`config.mk`:
```
export PLATFORM = sky130hd
export DESIGN_NAME = mem_access_ctrl_flat
export DESIGN_NICKNAME = d
export VERILOG_FILES = /design/src/rtl/mem_access_pkg.sv /design/src/rtl/mem_access_ctrl_if.sv /design/src/rtl/mem_lane_align.sv /design/src/rtl/mem_access_ctrl.sv /design/src/flat_wrapper.sv
export SDC_FILE = /design/constraint.sdc
export NUM_CORES = 1
export LEC_CHECK = 0
export CAP_MARGIN = 20
export CORE_ASPECT_RATIO = 0.5
export CORE_MARGIN = 5
export CORE_UTILIZATION = 50
export CTS_CLUSTER_DIAMETER = 40
export DETAILED_ROUTE_END_ITERATION = 10
export HOLD_SLACK_MARGIN = 0.08
export PLACE_DENSITY_LB_ADDON = 0.12
export SETUP_SLACK_MARGIN = 0.4
export SLEW_MARGIN = 15
export SYNTH_ARGS = -nofsm -noshare
export SYNTH_HDL_FRONTEND = slang
export SYNTH_SLANG_ARGS = --single-unit
```
`constraint.sdc`:
```
create_clock -name i_clock -period 3.4 [get_ports i_clock]
set_input_delay 0.85 -clock i_clock [delete_from_list [all_inputs] [get_ports i_clock]]
set_output_delay 0.85 -clock i_clock [all_outputs]
set_load 0.05 [all_outputs]
```
`src/rtl/mem_access_pkg.sv`:
```
// Shared encodings and the access legality check for the load/store controller.
package mem_access_pkg;

    typedef enum logic [1:0] {
        SZ_BYTE = 2'b00,
        SZ_HALF = 2'b01,
        SZ_WORD = 2'b10,
        SZ_RSVD = 2'b11
    } size_e;

    typedef enum logic [2:0] {
        ST_IDLE,
        ST_RD,
        ST_WR,
        ST_FIN,
        ST_ERR
    } state_e;

    // True when the access cannot be made: reserved size or not naturally aligned.
    function automatic logic is_bad_access(input logic [1:0] size, input logic [1:0] offset);
        logic bad;
        case (size)
            SZ_BYTE: bad = 1'b0;
            SZ_HALF: bad = offset[0];
            SZ_WORD: bad = (offset != 2'b00);
            default: bad = 1'b1;
        endcase
        return bad;
    endfunction

endpackage

```
`src/rtl/mem_access_ctrl_if.sv`:
```
// CPU-side request/response bundle of the load/store controller.
interface mem_access_ctrl_if #(
    parameter int unsigned ADDR_W = 16
) ();
    logic              req;
    logic              we;
    logic [1:0]        size;
    logic              lsigned;
    logic [ADDR_W+1:0] addr;
    logic [31:0]       wdata;
    logic              ready;
    logic              done;
    logic              err;
    logic [31:0]       rdata;

    modport master (
        output req, we, size, lsigned, addr, wdata,
        input  ready, done, err, rdata
    );

    modport slave (
        input  req, we, size, lsigned, addr, wdata,
        output ready, done, err, rdata
    );
endinterface

```
`src/rtl/mem_lane_align.sv`:
```
// Little-endian lane steering: sub-word store merge and load extract/extend.
module mem_lane_align
    import mem_access_pkg::*;
(
    input  logic [31:0] i_word,
    input  logic [31:0] i_wdata,
    input  logic [1:0]  i_size,
    input  logic [1:0]  i_offset,
    input  logic        i_lsigned,
    output logic [31:0] o_new_word,
    output logic [31:0] o_rdata
);

    logic [7:0]  w_byte;
    logic [15:0] w_half;

    always_comb begin
        o_new_word = i_word;
        case (i_size)
            SZ_BYTE: o_new_word[{i_offset, 3'b000} +: 8]     = i_wdata[7:0];
            SZ_HALF: o_new_word[{i_offset[1], 4'b0000} +: 16] = i_wdata[15:0];
            SZ_WORD: o_new_word = i_wdata;
            default: o_new_word = i_word;
        endcase
    end

    always_comb begin
        w_byte = i_word[{i_offset, 3'b000} +: 8];
        w_half = i_word[{i_offset[1], 4'b0000} +: 16];
        case (i_size)
            SZ_BYTE: o_rdata = {{24{i_lsigned & w_byte[7]}}, w_byte};
            SZ_HALF: o_rdata = {{16{i_lsigned & w_half[15]}}, w_half};
            default: o_rdata = i_word;
        endcase
    end

endmodule

```
`src/rtl/mem_access_ctrl.sv`:
```
// Load/store controller: FSM plus registered RAM-side outputs; lane logic lives in mem_lane_align.
module mem_access_ctrl
    import mem_access_pkg::*;
#(
    parameter int unsigned ADDR_W = 16
) (
    input  logic              i_clock,
    input  logic              i_reset,
    mem_access_ctrl_if.slave  cpu,
    output logic [ADDR_W-1:0] o_ram_addr,
    output logic [31:0]       o_ram_wdata,
    input  logic [31:0]       i_ram_rdata,
    output logic              o_ram_write,
    output logic              o_ram_select
);

    state_e            r_state;
    logic              r_we;
    logic [1:0]        r_size;
    logic              r_lsigned;
    logic [1:0]        r_offset;
    logic [31:0]       r_wdata;
    logic              r_done;
    logic              r_err;
    logic [31:0]       r_rdata;
    logic [ADDR_W-1:0] r_ram_addr;
    logic [31:0]       r_ram_wdata;
    logic              r_ram_write;
    logic              r_ram_select;

    logic [31:0] w_new_word;
    logic [31:0] w_load_data;

    mem_lane_align u_align (
        .i_word     (i_ram_rdata),
        .i_wdata    (r_wdata),
        .i_size     (r_size),
        .i_offset   (r_offset),
        .i_lsigned  (r_lsigned),
        .o_new_word (w_new_word),
        .o_rdata    (w_load_data)
    );

    always_ff @(posedge i_clock) begin
        if (i_reset) begin
            r_state      <= ST_IDLE;
            r_we         <= 1'b0;
            r_size       <= SZ_BYTE;
            r_lsigned    <= 1'b0;
            r_offset     <= 2'b00;
            r_wdata      <= 32'h0;
            r_done       <= 1'b0;
            r_err        <= 1'b0;
            r_rdata      <= 32'h0;
            r_ram_addr   <= '0;
            r_ram_wdata  <= 32'h0;
            r_ram_write  <= 1'b0;
            r_ram_select <= 1'b0;
        end else begin
            case (r_state)
                ST_IDLE: begin
                    if (cpu.req) begin
                        r_we       <= cpu.we;
                        r_size     <= cpu.size;
                        r_lsigned  <= cpu.lsigned;
                        r_offset   <= cpu.addr[1:0];
                        r_wdata    <= cpu.wdata;
                        r_ram_addr <= cpu.addr[ADDR_W+1:2];
                        if (is_bad_access(cpu.size, cpu.addr[1:0])) begin
                            r_state <= ST_ERR;
                            r_done  <= 1'b1;
                            r_err   <= 1'b1;
                        end else if (!cpu.we || (cpu.size != SZ_WORD)) begin
                            // Loads and sub-word stores both need the current word first.
                            r_state      <= ST_RD;
                            r_ram_select <= 1'b1;
                        end else begin
                            r_state      <= ST_WR;
                            r_ram_select <= 1'b1;
                            r_ram_write  <= 1'b1;
                            r_ram_wdata  <= cpu.wdata;
                        end
                    end
                end
                ST_RD: begin
                    if (r_we) begin
                        r_state     <= ST_WR;
                        r_ram_write <= 1'b1;
                        r_ram_wdata <= w_new_word;
                    end else begin
                        r_state      <= ST_FIN;
                        r_ram_select <= 1'b0;
                        r_done       <= 1'b1;
                        r_rdata      <= w_load_data;
                    end
                end
                ST_WR: begin
                    r_state      <= ST_FIN;
                    r_ram_select <= 1'b0;
                    r_ram_write  <= 1'b0;
                    r_done       <= 1'b1;
                end
                ST_FIN: begin
                    r_state <= ST_IDLE;
                    r_done  <= 1'b0;
                end
                ST_ERR: begin
                    r_state <= ST_IDLE;
                    r_done  <= 1'b0;
                    r_err   <= 1'b0;
                end
                default: begin
                    r_state      <= ST_IDLE;
                    r_done       <= 1'b0;
                    r_err        <= 1'b0;
                    r_ram_write  <= 1'b0;
                    r_ram_select <= 1'b0;
                end
            endcase
        end
    end

    assign cpu.ready    = (r_state == ST_IDLE);
    assign cpu.done     = r_done;
    assign cpu.err      = r_err;
    assign cpu.rdata    = r_rdata;
    assign o_ram_addr   = r_ram_addr;
    assign o_ram_wdata  = r_ram_wdata;
    assign o_ram_write  = r_ram_write;
    assign o_ram_select = r_ram_select;

endmodule

```
`src/flat_wrapper.sv`:
```
// flat-port wrapper written by rule: the top's interface ports become plain ports
module mem_access_ctrl_flat import mem_access_pkg::*;
#(
    parameter int unsigned ADDR_W = 16
)
  (i_clock, i_reset, o_ram_addr, o_ram_wdata, i_ram_rdata, o_ram_write, o_ram_select, cpu_req, cpu_we, cpu_size, cpu_lsigned, cpu_addr, cpu_wdata, cpu_ready, cpu_done, cpu_err, cpu_rdata);
  mem_access_ctrl_if #(.ADDR_W(ADDR_W)) cpu_i ();
  input  logic i_clock;
  input  logic i_reset;
  output logic [ADDR_W-1:0] o_ram_addr;
  output logic [31:0] o_ram_wdata;
  input  logic [31:0] i_ram_rdata;
  output logic o_ram_write;
  output logic o_ram_select;
  input wire logic [$bits(cpu_i.req)-1:0] cpu_req;
  input wire logic [$bits(cpu_i.we)-1:0] cpu_we;
  input wire logic [$bits(cpu_i.size)-1:0] cpu_size;
  input wire logic [$bits(cpu_i.lsigned)-1:0] cpu_lsigned;
  input wire logic [$bits(cpu_i.addr)-1:0] cpu_addr;
  input wire logic [$bits(cpu_i.wdata)-1:0] cpu_wdata;
  output wire logic [$bits(cpu_i.ready)-1:0] cpu_ready;
  output wire logic [$bits(cpu_i.done)-1:0] cpu_done;
  output wire logic [$bits(cpu_i.err)-1:0] cpu_err;
  output wire logic [$bits(cpu_i.rdata)-1:0] cpu_rdata;
  assign cpu_i.req = cpu_req;
  assign cpu_i.we = cpu_we;
  assign cpu_i.size = cpu_size;
  assign cpu_i.lsigned = cpu_lsigned;
  assign cpu_i.addr = cpu_addr;
  assign cpu_i.wdata = cpu_wdata;
  assign cpu_ready = cpu_i.ready;
  assign cpu_done = cpu_i.done;
  assign cpu_err = cpu_i.err;
  assign cpu_rdata = cpu_i.rdata;
  mem_access_ctrl #(.ADDR_W(ADDR_W)) u_core (.i_clock(i_clock), .i_reset(i_reset), .cpu(cpu_i), .o_ram_addr(o_ram_addr), .o_ram_wdata(o_ram_wdata), .i_ram_rdata(i_ram_rdata), .o_ram_write(o_ram_write), .o_ram_select(o_ram_select));
endmodule
```
Yosys cells after proc, flatten, opt, wreduce, memory -nomap -nowiden
Index checks and enable logic that the tools add are counted.
Cells by class
  multiplexer cells: 32
  bitwise logic cells: 5
  shift-type cells: 6
  equal/unequal tests: 15
  add/sub/neg operators: 2
  reductions and logical operators: 16
Operators with widths (number)
  32-bit two-way mux: 4
  32-bit one-hot mux with 2 select lines: 2
  32-bit one-hot mux with 3 select lines: 1
  32-bit bitwise mux: 2
  16-bit by 7-bit variable shift with 32-bit output (first input constant): 1
  8-bit by 7-bit variable shift with 32-bit output (first input constant): 1
  16-bit by 7-bit indexed part select with 32-bit output: 1
  32-bit by 6-bit indexed part select with 16-bit output: 1
  32-bit by 6-bit indexed part select with 8-bit output: 1
  8-bit by 7-bit indexed part select with 32-bit output: 1
  1-bit two-way mux: 14
  5-bit negator with 7-bit output: 2
  1-bit one-hot mux with 3 select lines: 4
  2-bit != test (second input constant): 5
  5-bit AND reduction: 2
  3-bit one-hot mux with 3 select lines: 1
  3-bit by 2-bit == test with 1-bit output (second input constant): 2
  3-bit two-way mux: 2
  3-bit AND reduction: 2
  2-bit by 1-bit == test with 1-bit output (second input constant): 2
  2-bit == test (second input constant): 2
  2-bit zero test: 2
  2-bit by 1-bit != test with 1-bit output (second input constant): 2
  2-bit AND reduction: 2
  other kinds (13): 17
Storage, ports and cells
  bits of input ports: 89
  bits in registers: 125

Depth between registers and ports, before layout
  word-level depth: 8
  mapped depth: 9
  gate-level depth less buffers: 6

Cells and area by module
A second synthesis with hierarchy kept.
Second synthesis, totals
  cell total of the unflattened synthesis: 896
  area, all modules: 6969.2 µm²
Modules (own cells, without submodules)
  mem_access_ctrl: sequential area each 2502.4 µm², cells an instance 636, times used 1, area an instance 5134.9 µm²
  mem_lane_align: sequential area each 0.0 µm², cells an instance 260, times used 1, area an instance 1834.3 µm²

Worst setup path before layout
No wires, ideal clock.
  kind: register -> register
  start point: reg u_core.r_state[2]
  end point: reg u_core.r_ram_addr[0] (netlist: u_core.o_ram_addr[0])
  stages on the path, launching flop included: 7
  arrival time: 2.434 ns
  period minus slack after synthesis: 2.566 ns
  setup slack: 0.834 ns
  path buffers: 2
  cells stage by stage: dfxtp_1 -> buf_2 -> nor3_1 -> nand2_1 -> clkbuf_1 -> nand2_1 -> a21oi_1
Between the ends
  cells in the longest elaborated chain, start to end: 2
Ends and longest elaborated chain
  start: declaration: RTL line mem_access_ctrl.sv:17  | state_e r_state;
  start signal: assignment: RTL line mem_access_ctrl.sv:46  | r_state <= ST_IDLE;
  start signal: assignment: RTL line mem_access_ctrl.sv:70  | r_state <= ST_ERR;
  start signal: assignment: RTL line mem_access_ctrl.sv:75  | r_state <= ST_RD;
  3-bit zero test
  net cpu_ready: RTL line flat_wrapper.sv:21  | output wire logic [$bits(cpu_i.ready)-1:0] cpu_ready;
  2-bit AND reduction (no line)
  end signal: assignment: RTL line mem_access_ctrl.sv:68  | r_ram_addr <= cpu.addr[ADDR_W+1:2];
  end: declaration: RTL line mem_access_ctrl.sv:26  | logic [ADDR_W-1:0] r_ram_addr;
The timed path passes the listed nets, and every way through them passes these cells.
A chain may end at the register's enable or synchronous reset.

Final worst setup path
  start point: reg u_core.r_offset[0]
  end point: reg u_core.r_ram_wdata[2] (netlist: u_core.o_ram_wdata[2])
Between the ends
  cells in the longest elaborated chain, start to end: 6
Ends and longest elaborated chain
  start: declaration: RTL line mem_access_ctrl.sv:21  | logic [1:0] r_offset;
  start signal: assignment: RTL line mem_access_ctrl.sv:66  | r_offset <= cpu.addr[1:0];
  5-bit negator with 7-bit output *: RTL line mem_lane_align.sv:20  | SZ_BYTE: o_new_word[{i_offset, 3'b000} +: 8] = i_wdata[7:0];
  8-bit by 7-bit indexed part select with 32-bit output or 8-bit by 7-bit variable shift with 32-bit output (tied branches): RTL line mem_lane_align.sv:20
  32-bit bitwise mux *: RTL line mem_lane_align.sv:20
  32-bit one-hot mux with 3 select lines *: RTL line mem_lane_align.sv:19  | case (i_size)
  32-bit two-way mux *: RTL line mem_access_ctrl.sv:86  | if (r_we) begin
  32-bit one-hot mux with 2 select lines *: RTL line mem_access_ctrl.sv:60  | case (r_state)
  end signal: assignment: RTL line mem_access_ctrl.sv:81  | r_ram_wdata <= cpu.wdata;
  end signal: assignment: RTL line mem_access_ctrl.sv:89  | r_ram_wdata <= w_new_word;
  end: declaration: RTL line mem_access_ctrl.sv:27  | logic [31:0] r_ram_wdata;
Mark *: on every way between the ends. The rest lies on a longest branch, timed or not. The select of a mux whose other input is x is not followed.

==> flow_summary.toml <==
[power]
internal-power_uw = 3357
p_comb_share_pct = 31.9
p_leak_uw = 0.003204
power_per_cell_area_mw_per_mm2 = 574.1
swShare_pct = 36.83
power.switching_uw = 1957
ir_drop_mv = 0.3166
p_seq_share_pct = 33.6
power_frac_clock_pct = 34.5

[clocking]
cts.clk_slew.worst_paths_ns = 0.06
clock_latency_ns = 0.42
htreeDepth = 4
cts_tree = "built"
clock_path_buffers = 2
numCtsBuffers = 17
post_cts_buffers = 0
root_buffer = "clkbuf_16"
cts_sinks = 125

[timing]
fmax_mhz = 362.1
setup_slack_ns = 0.6385
rsz0062_at_grt = "false"
whs_ns = 0.4511
clock_skew_ns = 0.01010
hold_violations = 0
period_needed_ns = 2.761
relSlewSlack_pct = 36.57
finalCritPeriodShare_pct = 81.22
max_slew.worst_pin.slew_ns = 0.9441
fin_tns_setup_ns = 0
slew_violations = 0
setup_viol = 0

[global_routing]
grt_antenna_before_repair = 0
grt_usage_pct = 30.73
grt_pass1_wl_um = 39070
grt_pass1_vias = 6709
grt_max_degree = 69
overflow = 0

[synth]
synthMuxAreaShare_pct = 4.244
synth_xor_area_share_pct = 0
syn_nets = 949
synthSimpleGateAreaFrac_pct = 19.81
synth_compound_area_share_pct = 31.47
ys_seq_elements = 125
synth_area_leaders = "dfxtp_1 37%, nand2_1 9.3%, a21oi_1 6.0%, mux2_2 3.8%, a211oi_1 3.6%"
synth_area_per_cell_sq_um = 7.965
yosysWarnings = 0
synth_edf_count = 0
synth_cell_type_count = 54
async_reset_ff_share_pct = 0
yosysSeqAreaShare_pct = 36.74
synth_fa_ha_area_share_pct = 0.9186
synth_top_cell_by_area = "dfxtp_1"
synthesis.instances = 855
synth_top_family_by_area = "compound AO/OA/AOI/OAI gates"
synthFlopType = "dfxtp_1"
netlist.area_leader.share_pct = 36.74
netlist_area_sq_mm = 0.006810

[critical_path]
worst_setup_path_start_kind = "flop"
worst-setup-path-type = "flop to flop"
crit_arrival_ns = 3.09
critPathRequiredTime_ns = 3.73
cp-end-kind = "flop"
path_max_fanout = 8

[final_layout]
final_cell_mix = "171 x clkdlybuf4s50_1, 168 x nand2_1, 123 x dfxtp_1"
drive_gt1_share_pct = 9.325
nets = 1090
diodes = 0
fin_util_pct = 68.88
area_growth_pct = 35.92
fillCellCount = 1141
mostFrequentLayoutCell = "clkdlybuf4s50_1"

[route]
first_pass_iters = 10
drcViolationCount = 0
routed_wirelength_um = 25900
viasPerCell = 6.371
first_iter_violations = 898
ant_nets = 0
vias = 7543
post_drt_wl_per_cell_um = 21.87

[placement]
globalplace.congestion = 0.9598
dp.final_hpwl_um = 17960
dpl_worst_slack_ns = 0.4178
portBuffers = 173

[die]
fp.dieW_um = 175.1
core_area_sq_mm = 0.01344
ios = 174
rows = 30
start_util_pct = 50.68
die_h_um = 92.53
die_area_sq_mm = 0.01620

[job]
maxCapViolations = 0

[run_status]
status = "completed"

[min_path]
hp-class = "flop to flop"
==> worst paths after layout <==
check	end	slack (ns)	startpoint	cells past startpoint
setup / recovery	u_core.o_ram_wdata[2]	0.64	u_core.r_offset[0]	6
setup reg to reg	u_core.o_ram_wdata[2]	0.64	u_core.r_offset[0]	6
hold / removal	u_core.o_ram_addr[9]	0.45	u_core.o_ram_addr[9]	2
hold reg to reg	u_core.o_ram_addr[9]	0.45	u_core.o_ram_addr[9]	2
==> flip-flops by register name (all words and copies together) (netlist names), 2 cells and up <==
name / cells
u_core.cpu.rdata: 32
u_core.o_ram_addr: 16
u_core.o_ram_wdata: 32
u_core.r_offset: 2
u_core.r_size: 2
u_core.r_state: 3
u_core.r_wdata: 32
==> synthesized netlist by cell type (5+ instances only) <==
cell	count
mux2_2	23
a21o_1	15
and4_1	7
or4_1	10
a222oi_1	23
o21ai_0	23
nand3_1	8
o221ai_1	8
nor2b_1	14
a32o_1	8
a221o_1	16
clkbuf_1	47
buf_2	23
nand2_1	168
ha_1	5
nor3_1	16
inv_1	31
o32ai_1	9
o21a_1	10
a211oi_1	33
o311ai_0	9
dfxtp_1	125
a311oi_1	23
a221oi_1	9
nor2_1	58
a21oi_1	82
o31ai_1	8
==> critical path, stage by stage (launching register included) <==
cell	delay, ns
dfxtp_1	0.54
inv_1	0.20
ha_1	0.30
nor3_1	0.74
a221o_1	0.28
o221ai_1	0.27
a311oi_1	0.34
==> layout make-up <==
type                            instances  area (sq um)  area share (%)
Clock inverter                         12         136.4           1.473
Sequential cell                       125          2505           27.06
Multi-Input combinational cell        621          3866           41.77
Clock buffer                           19         452.9           4.893
Tap cell                              176         220.2           2.379
Timing Repair Buffer                  200          1959           21.17
Inverter                               31         116.4           1.257
==> cells by family after synthesis <==
family | after synthesis
simple gates | 298
compound gates | 292
flops | 125
buf+inv | 109
mux | 26
fa+ha+maj | 5
==> timing repair <==
item | CTS | global route
hold buffers | 0 | 0
hold endpoints to repair | 0 | 0
endpoints found under the setup margin | 0 | 1
gates resized for setup | 0 | 1
==> power by group through the flow <==
stage	registers (uW)	clock network (uW)	logic, uW
floorplan	2070	0	794
global placement	1800	0	1650
detailed placement	1800	0	1670
CTS	1780	1840	1680
global route	1800	1900	1810
finish	1790	1830	1700
==> metal layers <==
metal	vias up	GRT usage, %	part of all wire (%)
li1	3472	-	-
met1	3511	44.61	43
met2	494	44.22	40
met3	66	8.891	14
met4	0	8.622	2.4
met5	-	0	0
==> per-stage QoR <==
step                std cells  cell area [sq um]  power, uW
floorplan                 855               6810       2861
global placement         1153               8665       3451
detailed placement       1153               8665       3475
CTS                      1184               9254       5291
global route             1184               9256       5508
finish                   1184               9256       5314
(Power assumes the default switching activity.)
